## src/rtl/bpred_pkg.sv

```systemverilog
// Shared constants and types for the branch prediction/resolution unit.
// Optional statistics outputs are enabled with BPRED_STATS_EN.
package bpred_pkg;

    localparam logic [5:0] OP_SPECIAL = 6'b000000;
    localparam logic [5:0] OP_REGIMM  = 6'b000001;
    localparam logic [5:0] OP_J       = 6'b000010;
    localparam logic [5:0] OP_JAL     = 6'b000011;
    localparam logic [5:0] OP_BEQ     = 6'b000100;
    localparam logic [5:0] OP_BNE     = 6'b000101;
    localparam logic [5:0] OP_BLEZ    = 6'b000110;
    localparam logic [5:0] OP_BGTZ    = 6'b000111;

    localparam logic [5:0] FN_JR      = 6'b001000;
    localparam logic [5:0] FN_JALR    = 6'b001001;

    localparam logic [4:0] RT_BLTZ    = 5'b00000;
    localparam logic [4:0] RT_BGEZ    = 5'b00001;
    localparam logic [4:0] RT_BLTZAL  = 5'b10000;
    localparam logic [4:0] RT_BGEZAL  = 5'b10001;

    localparam logic [1:0] PCSRC_SEQ  = 2'b00;
    localparam logic [1:0] PCSRC_J    = 2'b01;
    localparam logic [1:0] PCSRC_BR   = 2'b10;
    localparam logic [1:0] PCSRC_JR   = 2'b11;

    // weakly not taken
    localparam int CTR_INIT = 1;

    typedef enum logic {
        ST_INIT,
        ST_RUN
    } state_e;

endpackage

```

## src/rtl/bpred_if.sv

```systemverilog
// Fetch-lookup and execute-resolve signal bundle of bpred_unit.
// Statistics outputs exist only when BPRED_STATS_EN is defined.
interface bpred_if #(
    parameter int DATA_W = 32
);
    logic              ready;
    logic              f_valid;
    logic [DATA_W-1:0] f_pc;
    logic              pred_taken;
    logic [DATA_W-1:0] pred_target;
    logic              ex_valid;
    logic [DATA_W-1:0] ex_pc;
    logic [5:0]        ex_op;
    logic [5:0]        ex_func;
    logic [4:0]        ex_rt_field;
    logic [25:0]       ex_index;
    logic [DATA_W-1:0] ex_rs;
    logic [DATA_W-1:0] ex_rt;
    logic              ex_pred_taken;
    logic [DATA_W-1:0] ex_pred_target;
    logic [1:0]        pc_src;
    logic              redirect;
    logic [DATA_W-1:0] redirect_pc;
`ifdef BPRED_STATS_EN
    logic [31:0]       stat_branches;
    logic [31:0]       stat_misses;
`endif

    modport master (
        output f_valid, f_pc,
        output ex_valid, ex_pc, ex_op, ex_func, ex_rt_field, ex_index,
        output ex_rs, ex_rt, ex_pred_taken, ex_pred_target,
        input  ready, pred_taken, pred_target,
        input  pc_src, redirect, redirect_pc
`ifdef BPRED_STATS_EN
        , input stat_branches, stat_misses
`endif
    );

    modport slave (
        input  f_valid, f_pc,
        input  ex_valid, ex_pc, ex_op, ex_func, ex_rt_field, ex_index,
        input  ex_rs, ex_rt, ex_pred_taken, ex_pred_target,
        output ready, pred_taken, pred_target,
        output pc_src, redirect, redirect_pc
`ifdef BPRED_STATS_EN
        , output stat_branches, stat_misses
`endif
    );

endinterface

```

## src/rtl/bpred_branch_cond.sv

```systemverilog
// Control-transfer decoder: classifies op/func/rt and evaluates the
// signed branch condition; pc_src is SEQ unless the transfer is taken.
module branch_cond
    import bpred_pkg::*;
#(
    parameter int DATA_W = 32
) (
    input  logic [5:0]        op_i,
    input  logic [5:0]        func_i,
    input  logic [4:0]        rt_field_i,
    input  logic [DATA_W-1:0] rs_i,
    input  logic [DATA_W-1:0] rt_i,
    output logic              is_ctrl_o,
    output logic              taken_o,
    output logic [1:0]        pc_src_o
);

    logic signed [DATA_W-1:0] rs_s;
    logic                     rs_neg;
    logic                     rs_zero;
    logic                     rgm_ge;
    logic                     rgm_lt;
    logic                     is_jr;
    logic [1:0]               kind;

    assign rs_s    = $signed(rs_i);
    assign rs_neg  = rs_s < 0;
    assign rs_zero = rs_i == '0;
    assign rgm_ge  = (rt_field_i == RT_BGEZ) || (rt_field_i == RT_BGEZAL);
    assign rgm_lt  = (rt_field_i == RT_BLTZ) || (rt_field_i == RT_BLTZAL);
    assign is_jr   = (func_i == FN_JR) || (func_i == FN_JALR);

    // decode the instruction class and its outcome
    always_comb begin
        is_ctrl_o = 1'b0;
        taken_o   = 1'b0;
        kind      = PCSRC_SEQ;
        unique case (1'b1)
            (op_i == OP_BEQ): begin
                is_ctrl_o = 1'b1;
                taken_o   = rs_i == rt_i;
                kind      = PCSRC_BR;
            end
            (op_i == OP_BNE): begin
                is_ctrl_o = 1'b1;
                taken_o   = rs_i != rt_i;
                kind      = PCSRC_BR;
            end
            (op_i == OP_BLEZ): begin
                is_ctrl_o = 1'b1;
                taken_o   = rs_neg | rs_zero;
                kind      = PCSRC_BR;
            end
            (op_i == OP_BGTZ): begin
                is_ctrl_o = 1'b1;
                taken_o   = !rs_neg && !rs_zero;
                kind      = PCSRC_BR;
            end
            (op_i == OP_REGIMM && rgm_ge): begin
                is_ctrl_o = 1'b1;
                taken_o   = !rs_neg;
                kind      = PCSRC_BR;
            end
            (op_i == OP_REGIMM && rgm_lt): begin
                is_ctrl_o = 1'b1;
                taken_o   = rs_neg;
                kind      = PCSRC_BR;
            end
            (op_i == OP_J || op_i == OP_JAL): begin
                is_ctrl_o = 1'b1;
                taken_o   = 1'b1;
                kind      = PCSRC_J;
            end
            (op_i == OP_SPECIAL && is_jr): begin
                is_ctrl_o = 1'b1;
                taken_o   = 1'b1;
                kind      = PCSRC_JR;
            end
            default: ;
        endcase
        pc_src_o = taken_o ? kind : PCSRC_SEQ;
    end

endmodule

```

## src/rtl/bpred_unit.sv

```systemverilog
// Branch prediction table with registered fetch lookup and execute
// resolution. Defining BPRED_STATS_EN adds branch/miss counters.
module bpred_unit
    import bpred_pkg::*;
#(
    parameter int DATA_W = 32,
    parameter int IDX_W  = 6,
    parameter int CTR_W  = 2
) (
    input  logic   clk,
    input  logic   rst,
    bpred_if.slave bus
);

    localparam int ENTRIES = 1 << IDX_W;
    localparam logic [CTR_W-1:0] CTR_MAX = '1;
    localparam logic [CTR_W-1:0] CTR_RST = CTR_W'(CTR_INIT);

    state_e            state_q, state_d;
    logic [IDX_W-1:0]  sweep_q, sweep_d;

    logic [CTR_W-1:0]  ctr_q [ENTRIES];
    logic              val_q [ENTRIES];
    logic [DATA_W-1:0] tgt_q [ENTRIES];

    logic              is_ctrl;
    logic              taken;
    logic [1:0]        pc_src;

    logic [DATA_W-1:0] pc4;
    logic [DATA_W-1:0] imm_ext;
    logic [DATA_W-1:0] br_tgt;
    logic [DATA_W-1:0] j_tgt;
    logic [DATA_W-1:0] target;
    logic              mispred;

    logic              train_en;
    logic [IDX_W-1:0]  t_idx;
    logic [CTR_W-1:0]  ctr_old;
    logic [CTR_W-1:0]  ctr_new;
    logic              val_new;
    logic [DATA_W-1:0] tgt_new;

    logic [IDX_W-1:0]  f_idx;
    logic              bypass;
    logic [CTR_W-1:0]  rd_ctr;
    logic              rd_val;
    logic [DATA_W-1:0] rd_tgt;

    logic              pred_taken_q, pred_taken_d;
    logic [DATA_W-1:0] pred_target_q, pred_target_d;
    logic [1:0]        pc_src_q, pc_src_d;
    logic              redirect_q, redirect_d;
    logic [DATA_W-1:0] redirect_pc_q, redirect_pc_d;

    logic              unused;

    branch_cond #(.DATA_W(DATA_W)) u_cond (
        .op_i       (bus.ex_op),
        .func_i     (bus.ex_func),
        .rt_field_i (bus.ex_rt_field),
        .rs_i       (bus.ex_rs),
        .rt_i       (bus.ex_rt),
        .is_ctrl_o  (is_ctrl),
        .taken_o    (taken),
        .pc_src_o   (pc_src)
    );

    assign unused = ^{bus.f_pc[DATA_W-1:IDX_W+2], bus.f_pc[1:0]};

    // FSM state and sweep index
    always_ff @(posedge clk) begin
        if (rst) begin
            state_q <= ST_INIT;
            sweep_q <= '0;
        end else begin
            state_q <= state_d;
            sweep_q <= sweep_d;
        end
    end

    // INIT clears one entry per cycle, then hands over to RUN
    always_comb begin
        state_d = state_q;
        sweep_d = sweep_q;
        unique case (state_q)
            ST_INIT: begin
                sweep_d = sweep_q + 1'b1;
                if (&sweep_q) state_d = ST_RUN;
            end
            ST_RUN:  ;
            default: state_d = ST_INIT;
        endcase
    end

    assign pc4     = bus.ex_pc + DATA_W'(4);
    assign imm_ext = {{(DATA_W-16){bus.ex_index[15]}}, bus.ex_index[15:0]};
    assign br_tgt  = pc4 + (imm_ext << 2);
    assign j_tgt   = {pc4[DATA_W-1:28], bus.ex_index, 2'b00};

    // resolved target and mispredict detection
    always_comb begin
        if (pc_src == PCSRC_J)       target = j_tgt;
        else if (pc_src == PCSRC_JR) target = bus.ex_rs;
        else                         target = br_tgt;
        mispred = (taken != bus.ex_pred_taken) ||
                  (taken && bus.ex_pred_taken &&
                   target != bus.ex_pred_target);
    end

    assign train_en = bus.ex_valid && is_ctrl && !rst &&
                      (state_q == ST_RUN);
    assign t_idx    = bus.ex_pc[IDX_W+1:2];
    assign ctr_old  = ctr_q[t_idx];

    // saturating counter step and write-back values
    always_comb begin
        if (taken)
            ctr_new = (ctr_old == CTR_MAX) ? ctr_old : ctr_old + CTR_W'(1);
        else
            ctr_new = (ctr_old == '0) ? ctr_old : ctr_old - CTR_W'(1);
        val_new = taken | val_q[t_idx];
        tgt_new = taken ? target : tgt_q[t_idx];
    end

    // table writes: the clear sweep owns the table during INIT
    always_ff @(posedge clk) begin
        if (state_q == ST_INIT) begin
            ctr_q[sweep_q] <= CTR_RST;
            val_q[sweep_q] <= 1'b0;
            tgt_q[sweep_q] <= '0;
        end else if (train_en) begin
            ctr_q[t_idx] <= ctr_new;
            val_q[t_idx] <= val_new;
            tgt_q[t_idx] <= tgt_new;
        end
    end

    assign f_idx  = bus.f_pc[IDX_W+1:2];
    assign bypass = train_en && (f_idx == t_idx);
    assign rd_ctr = bypass ? ctr_new : ctr_q[f_idx];
    assign rd_val = bypass ? val_new : val_q[f_idx];
    assign rd_tgt = bypass ? tgt_new : tgt_q[f_idx];

    // next values of the lookup and resolution output registers
    always_comb begin
        pred_taken_d  = pred_taken_q;
        pred_target_d = pred_target_q;
        pc_src_d      = PCSRC_SEQ;
        redirect_d    = 1'b0;
        redirect_pc_d = redirect_pc_q;
        if (bus.f_valid) begin
            if (state_q == ST_RUN) begin
                pred_taken_d  = rd_val & rd_ctr[CTR_W-1];
                pred_target_d = rd_tgt;
            end else begin
                pred_taken_d  = 1'b0;
                pred_target_d = '0;
            end
        end
        if (bus.ex_valid) begin
            pc_src_d      = pc_src;
            redirect_d    = mispred;
            redirect_pc_d = taken ? target : pc4;
        end
    end

    // output registers
    always_ff @(posedge clk) begin
        if (rst) begin
            pred_taken_q  <= 1'b0;
            pred_target_q <= '0;
            pc_src_q      <= PCSRC_SEQ;
            redirect_q    <= 1'b0;
            redirect_pc_q <= '0;
        end else begin
            pred_taken_q  <= pred_taken_d;
            pred_target_q <= pred_target_d;
            pc_src_q      <= pc_src_d;
            redirect_q    <= redirect_d;
            redirect_pc_q <= redirect_pc_d;
        end
    end

    assign bus.ready       = state_q == ST_RUN;
    assign bus.pred_taken  = pred_taken_q;
    assign bus.pred_target = pred_target_q;
    assign bus.pc_src      = pc_src_q;
    assign bus.redirect    = redirect_q;
    assign bus.redirect_pc = redirect_pc_q;

`ifdef BPRED_STATS_EN
    logic [31:0] stat_br_q;
    logic [31:0] stat_miss_q;

    // trained-instruction and redirect counters, wrapping
    always_ff @(posedge clk) begin
        if (rst) begin
            stat_br_q   <= '0;
            stat_miss_q <= '0;
        end else begin
            if (train_en) stat_br_q <= stat_br_q + 32'd1;
            if (redirect_d) stat_miss_q <= stat_miss_q + 32'd1;
        end
    end

    assign bus.stat_branches = stat_br_q;
    assign bus.stat_misses   = stat_miss_q;
`endif

endmodule

```

## src/flat_wrapper.sv

```systemverilog
// flat-port wrapper written by rule: the top's interface ports become plain ports
module bpred_unit_flat import bpred_pkg::*;
#(
    parameter int DATA_W = 32,
    parameter int IDX_W  = 6,
    parameter int CTR_W  = 2
)
  (clk, rst, bus_f_valid, bus_f_pc, bus_ex_valid, bus_ex_pc, bus_ex_op, bus_ex_func, bus_ex_rt_field, bus_ex_index, bus_ex_rs, bus_ex_rt, bus_ex_pred_taken, bus_ex_pred_target, bus_ready, bus_pred_taken, bus_pred_target, bus_pc_src, bus_redirect, bus_redirect_pc);
  bpred_if #(.DATA_W(DATA_W)) bus_i ();
  input  logic clk;
  input  logic rst;
  input wire logic [$bits(bus_i.f_valid)-1:0] bus_f_valid;
  input wire logic [$bits(bus_i.f_pc)-1:0] bus_f_pc;
  input wire logic [$bits(bus_i.ex_valid)-1:0] bus_ex_valid;
  input wire logic [$bits(bus_i.ex_pc)-1:0] bus_ex_pc;
  input wire logic [$bits(bus_i.ex_op)-1:0] bus_ex_op;
  input wire logic [$bits(bus_i.ex_func)-1:0] bus_ex_func;
  input wire logic [$bits(bus_i.ex_rt_field)-1:0] bus_ex_rt_field;
  input wire logic [$bits(bus_i.ex_index)-1:0] bus_ex_index;
  input wire logic [$bits(bus_i.ex_rs)-1:0] bus_ex_rs;
  input wire logic [$bits(bus_i.ex_rt)-1:0] bus_ex_rt;
  input wire logic [$bits(bus_i.ex_pred_taken)-1:0] bus_ex_pred_taken;
  input wire logic [$bits(bus_i.ex_pred_target)-1:0] bus_ex_pred_target;
  output wire logic [$bits(bus_i.ready)-1:0] bus_ready;
  output wire logic [$bits(bus_i.pred_taken)-1:0] bus_pred_taken;
  output wire logic [$bits(bus_i.pred_target)-1:0] bus_pred_target;
  output wire logic [$bits(bus_i.pc_src)-1:0] bus_pc_src;
  output wire logic [$bits(bus_i.redirect)-1:0] bus_redirect;
  output wire logic [$bits(bus_i.redirect_pc)-1:0] bus_redirect_pc;
  assign bus_i.f_valid = bus_f_valid;
  assign bus_i.f_pc = bus_f_pc;
  assign bus_i.ex_valid = bus_ex_valid;
  assign bus_i.ex_pc = bus_ex_pc;
  assign bus_i.ex_op = bus_ex_op;
  assign bus_i.ex_func = bus_ex_func;
  assign bus_i.ex_rt_field = bus_ex_rt_field;
  assign bus_i.ex_index = bus_ex_index;
  assign bus_i.ex_rs = bus_ex_rs;
  assign bus_i.ex_rt = bus_ex_rt;
  assign bus_i.ex_pred_taken = bus_ex_pred_taken;
  assign bus_i.ex_pred_target = bus_ex_pred_target;
  assign bus_ready = bus_i.ready;
  assign bus_pred_taken = bus_i.pred_taken;
  assign bus_pred_target = bus_i.pred_target;
  assign bus_pc_src = bus_i.pc_src;
  assign bus_redirect = bus_i.redirect;
  assign bus_redirect_pc = bus_i.redirect_pc;
  bpred_unit #(.DATA_W(DATA_W), .IDX_W(IDX_W), .CTR_W(CTR_W)) u_core (.clk(clk), .rst(rst), .bus(bus_i));
endmodule
```

## config.mk

```make
export PLATFORM = sky130hd
export DESIGN_NAME = bpred_unit_flat
export DESIGN_NICKNAME = d
export VERILOG_FILES = /design/src/rtl/bpred_pkg.sv /design/src/rtl/bpred_if.sv /design/src/rtl/bpred_branch_cond.sv /design/src/rtl/bpred_unit.sv /design/src/flat_wrapper.sv
export SDC_FILE = /design/constraint.sdc
export NUM_CORES = 2
export LEC_CHECK = 0
export BUFFER_PORTS_ARGS = -buffer_cell sky130_fd_sc_hd__buf_2
export CORE_ASPECT_RATIO = 1.1
export CORE_MARGIN = 3
export CORE_UTILIZATION = 60
export CTS_CLUSTER_SIZE = 12
export DETAILED_ROUTE_END_ITERATION = 16
export MAX_ROUTING_LAYER = met4
export PLACE_DENSITY = 0.77
export SETUP_SLACK_MARGIN = 0.1
export SLEW_MARGIN = 10
export SYNTH_ARGS = -nofsm -noshare
export SYNTH_HDL_FRONTEND = slang
export SYNTH_SLANG_ARGS = --single-unit
```

## constraint.sdc

```tcl
create_clock -name clk -period 17.33 [get_ports clk]
set_input_delay 5.199 -clock clk [delete_from_list [all_inputs] [get_ports clk]]
set_output_delay 5.199 -clock clk [all_outputs]
set_load 0.02 [all_outputs]
```

Word level (Yosys, flattened, before mapping)
Memory sizes are Yosys's and may differ from the RTL's.
Cells that the tools add are included.
{"block": "classes", "bitwise": 4, "add_sub_neg": 5, "div": 0, "mux": 31, "mul": 0, "n_reduce_logical": 30, "magnitude_cmp": 1, "eq_ne": 20, "shift": 0}
{"operator": "$mux 32", "count": 7}
{"operator": "$ne 32x32->1", "count": 2}
{"operator": "$add 32x3->32 const B", "count": 1}
{"operator": "$add 32x32->32", "count": 1}
{"operator": "$eq 32x32->1", "count": 1}
{"operator": "$logic_not 32->1", "count": 1}
{"operator": "$lt 32x1->1 const B", "count": 1}
{"operator": "$reduce_or 32->1", "count": 1}
{"operator": "$eq 6x3->1 const B", "count": 4}
{"operator": "$mux 6", "count": 3}
{"operator": "$mux 1", "count": 13}
{"operator": "$eq 6x2->1 const B", "count": 2}
{"operator": "$eq 6x4->1 const B", "count": 2}
{"operator": "$mux 2", "count": 6}
{"operator": "$eq 5x5->1 const B", "count": 2}
{"operator": "$logic_and 1x1->1", "count": 10}
{"operator": "$reduce_or 8->1", "count": 1}
{"operator": "$pmux 1 s7", "count": 1}
{"operator": "$add 6x1->6 const B", "count": 1}
{"operator": "$eq 6x1->1 const B", "count": 1}
{"operator": "$eq 6x6->1", "count": 1}
{"operator": "$logic_not 6->1", "count": 1}
{"operator": "$pmux 2 s3", "count": 1}
{"operator": "$reduce_and 6->1", "count": 1}
{"operator": "16 further kinds", "count": 26}
{"block": "totals", "latch_bits": 0, "ff_bits": 75, "output_inout_bits": 69, "mem_bits_ro": 0, "inputBits": 208, "mem_count": 3, "wordCells": 101, "mem_bits_rw": 2240}
{"name": "u_core.tgt_q", "words": 64, "width": 32, "read_ports": 2, "rd_clocked_by_memory_dff": 0, "wr": 1, "line": "bpred_unit.sv:24", "source": "logic [DATA_W-1:0] tgt_q [ENTRIES];"}
{"name": "u_core.ctr_q", "words": 64, "width": 2, "read_ports": 2, "rd_clocked_by_memory_dff": 0, "wr": 1, "line": "bpred_unit.sv:22", "source": "logic [CTR_W-1:0] ctr_q [ENTRIES];"}
{"name": "u_core.val_q", "words": 64, "width": 1, "read_ports": 2, "rd_clocked_by_memory_dff": 0, "wr": 1, "line": "bpred_unit.sv:23", "source": "logic val_q [ENTRIES];"}

Logic depth before layout (Yosys ltp)
{"block": "depth", "depth_word": 13, "mapped_depth": 21, "depth_no_buf": 18}

Modules after synthesis
A second synthesis with hierarchy kept.
{"block": "unflattened", "cells_unflattened": 5350, "area_unflattened_um2": 109695.2}
{"mod": "bpred_unit", "n_inst": 1, "cells_each": 5275, "area_each_um2": 109133.4}
{"mod": "branch_cond", "n_inst": 1, "cells_each": 75, "area_each_um2": 561.8}

Worst setup path after synthesis
OpenSTA, ideal clock, no wires.
{"block": "synth_timing", "path_kind": "input -> register", "from": "input port bus_ex_pc[3]", "to": "memory u_core.tgt_q[0][29] (data pin)", "t_arrival_ns": 11.210, "setup_slack_ns": 5.399, "path_stages": 18, "cell_sequence": "and2_1 clkbuf_1 clkbuf_1 clkbuf_1 buf_1 buf_1 nand2_1 xnor2_1 ha_1 and3_1 a221o_1 o211ai_1 nand3_1 nand2_1 nand4_1 o311ai_0 nor2_1 a211oi_1"}
{"block": "synth_via", "elab_chain_len": 6, "elab_cells_between_ends": 7, "classes_between": "2 x add/sub; 4 x mux; 1 x memory"}
{"element": "from (decl)", "line": "flat_wrapper.sv:15", "source": "input wire logic [$bits(bus_i.ex_pc)-1:0] bus_ex_pc;"}
{"element": "$add 32x3->32", "line": "bpred_unit.sv:96", "source": "assign pc4 = bus.ex_pc + DATA_W'(4);"}
{"element": "$add 32x32->32", "line": "bpred_unit.sv:98", "source": "assign br_tgt = pc4 + (imm_ext << 2);"}
{"element": "$mux 32", "line": "bpred_unit.sv:104", "source": "else if (pc_src == PCSRC_JR) target = bus.ex_rs;"}
{"element": "$mux 32", "line": "bpred_unit.sv:103", "source": "if (pc_src == PCSRC_J) target = j_tgt;"}
{"element": "$mux 32 (*)", "line": "bpred_unit.sv:123", "source": "tgt_new = taken ? target : tgt_q[t_idx];"}
{"element": "$mux 32 (no line) (*)"}
{"element": "to (decl)", "line": "bpred_unit.sv:24"}
Mark *: on every way between the ends. The rest lies on a longest branch, timed or not.

Final worst setup path
{"block": "layout_timing", "from": "input port bus_ex_pc[5]", "to": "memory u_core.tgt_q[30][31] (data pin)"}
Same word-level chain as after synthesis.

==> metrics <==
status=complete, no violations; Core ar.=0.183 sq mm; TritonCTS buffer count=between 200 and 250; Final period util=0.650; setup bufs post-CTS=0; first-pass GRT wire length=around 520000 um; Slew Viols, Final=0; CTS tree=done; maxcap violations=0; sequential area share after synthesis=0.619; layout cells sized above 1=0.290; Critical Path AT=11800 ps; Max IR drop VDD=113 uV; # hold bufs at CTS=0; CTS clock-pin slew for the worst setup and hold paths=60 ps; slew margin rel.=0.104; Post-Syn Area=0.111 sq mm; critical path launch point=bus_ex_pc[5]; Startpoint Class=primary input; met1 wire length=118000 um; FF-to-FF setup slack=about 12000 ps; Post-DP HPWL=approximately 220000 um; CP required=17870 ps; worst-path fanout max=64; top post-synthesis cells by area=edfxtp_1 61%, mux4_2 21%, mux2i_1 4.2%; endpoints failing hold=0; accumulated negative setup slack=0 ps; cell taking the most area after synthesis=edfxtp_1; Hold Slack=459 ps; kind of critical path=primary input to flip-flop; # rows=around 160; GRT Total Usage=0.404; crit-path cells=buf_6, buf_4, and4_1, nor4b_2, nand4_1, xnor2_1, ha_1, nand4_1, a2111o_1, nand3_1, nor3b_1, a31oi_1, nand3_1, o21a_1, and2_2; Setup violations, final=0; Synth top area share=0.606; Iteration-0 DRC Markers=~13000; routability congestion estimate from global placement=~0.96; IO Count=about 280; clock latency at the later pin of the worst-skew pair=roughly 900 ps; Final WS setup=roughly 6000 ps; CP endpoint=u_core.tgt_q[30][31]; GR Overflow Total=0; post-cts gate resize count=0; initial antenna violation count=19; critical path capture point type=flip-flop; RSZ-0062 raised after global routing=false; root buf cell=clkbuf_16; DRC viols=0; Yosys reg bits=2315; DRT Pass-1 Iters=8; Peak Freq=between 80 and 90 MHz; Hold Crit Class=flip-flop to flip-flop; Port Buf Inserts=248; count of different cell masters after synthesis=85; vias in the first global route=70100; Initial Util=0.607; drt via density=7.94; die footprint=0.190 sq mm; nets=6651; Slowest-stage cell, CP=and2_2; pwr dens=94.4 mW/mm^2; Tmin final=approximately 11000 ps; final WL=approximately 370000 um; pin count of the biggest net entering global routing=117; clk_skew=65.7 ps; met3 wire length=56800 um; asr flop ratio synth=0; post-route ant nets=0; reg2reg start=u_core.bus.ready; highest routed layer=met4; Post-Place Setup Slack=4980 ps; Net Count, Synth=about 6400; Reg2Reg Depth=8; Tightest Pin Transition=between 1000 and 1500 ps; H-tree depth=4; number of synthesized flops with an enable pin=2240; synthesized instance count=6185; clock sink total=2315; FF-to-FF End=u_core.tgt_q[4][4]; leakage power total=0.0443 uW; slowest cell delay on critical path=840 ps; number of warnings issued by yosys=0; Max clock buf depth=3; top_reg_cell synth=edfxtp_1; die width=416 um; Routed wire per std cell=41.5 um; final core utilization=0.669; Mean Syn Cell Area=between 15 and 20 sq um; routed vias=71200; Area Overhead vs Synth=10.2%; met2 WL=around 170000 um; die height=457 um
sequential cells by signal, summed over array words and instances (netlist names):
| register | flops |
|---|---|
| u_core.bus.pred_taken | 1 |
| u_core.bus.pred_target | 32 |
| u_core.bus.ready | 1 |
| u_core.val_q | 64 |
| u_core.sweep_q | 6 |
| u_core.bus.redirect_pc | 32 |
| u_core.bus.pc_src | 2 |
| u_core.tgt_q | 2048 |
| u_core.bus.redirect | 1 |
| u_core.ctr_q | 128 |
critical path, delay by kind of cell:
family                     cells  cell delay, ps
AOI/OAI and AO/OA              3             950
adders and majority gates      1             510
xor gates and xnor gates       1             420
and+or+nand+nor                8            3550
buffers and inverters          2            1000
placed cells by master, fill, tap and decap left out, types with 20 or more instances in the layout:
| master | instances |
|---|---|
| mux2i_1 | 467 |
| a21o_1 | 22 |
| dfxtp_1 | 75 |
| inv_1 | 32 |
| o221ai_1 | 20 |
| ha_1 | 40 |
| clkbuf_1 | 85 |
| xor2_1 | 68 |
| nor2_1 | 127 |
| a21oi_1 | 117 |
| edfxtp_1 | 2240 |
| a31oi_1 | 20 |
| a311oi_1 | 22 |
| a221oi_1 | 202 |
| nor4_1 | 25 |
| nand4_1 | 21 |
| xnor2_1 | 52 |
| and3_1 | 30 |
| clkbuf_16 | 223 |
| nand3_1 | 138 |
| nor3_1 | 37 |
| mux4_2 | 1048 |
| a211oi_1 | 35 |
| buf_4 | 200 |
| nand2_1 | 197 |
| diode_2 | 25 |
| o21ai_0 | 196 |
| buf_2 | 236 |
| o211ai_1 | 34 |
| nor2_4 | 80 |
| a22oi_1 | 119 |
synthesized netlist by cell type (68+ instances only):
library cell and instances:
a22oi_1 119, nand3_1 138, o21ai_0 197, mux4_2 1048, edfxtp_1 2240, a221oi_1 202, nand2_1 199, dfxtp_1 75
nor2_1 210, a21oi_1 120, clkbuf_1 243, mux2i_1 467, buf_1 103, xor2_1 68
routing by layer:
metal,up-vias,track usage
met5,-,-
met4,0,0.252
met3,1478,0.132
met2,6657,0.586
met1,36100,0.497
li1,26900,-
metrics by stage:
stage	std cells	power (uW)	area, sq um
2_1_floorplan	6185	6780	111000
4_1_cts	8938	11500	122000
6_report	8974	11500	122000
3_3_place_gp	8573	7120	116000
3_5_place_dp	8573	7120	116000
5_1_grt	8968	11800	122000
cell type report:
class | count | area, sq um
flip-flops and latches | 2315 | 68800
fillers | 11700 | 60400
multi-input cells | 3367 | 40800
clock buffers | 324 | 6090
repair buffers | 459 | 3090
well taps | 2407 | 3010
clock inverters | 41 | 393
inverters | 36 | 146
diodes | 25 | 62.6
report_power, final:
group	internal, uW	leakage (uW)	switching (uW)
registers	6080	0.0260	16.1
clock network	2430	0.00314	2080
logic	326	0.0152	612
cell families after synthesis:
family	after synthesis	share of synthesized area
buf+inv	503	0.0197
compound gates	927	0.0591
mux	1520	0.255
simple gates	757	0.0323
fa+ha+maj	42	0.00478
xor+xnor	121	0.00967
flops	2315	0.619
worst min path at each step:
stage / cells past startpoint / to / start
after CTS: 2 / u_core.bus.pred_target[8] / u_core.bus.pred_target[8]
after global routing: 2 / u_core.bus.pred_target[8] / u_core.bus.pred_target[8]
after floorplan: 2 / u_core.sweep_q[5] / u_core.sweep_q[5]
final: 2 / u_core.bus.pred_target[8] / u_core.bus.pred_target[8]
after global placement: 2 / u_core.bus.pred_target[8] / u_core.bus.pred_target[8]
after detailed placement: 2 / u_core.bus.pred_target[8] / u_core.bus.pred_target[8]
Note: power is estimated with default switching activity, not from simulation.
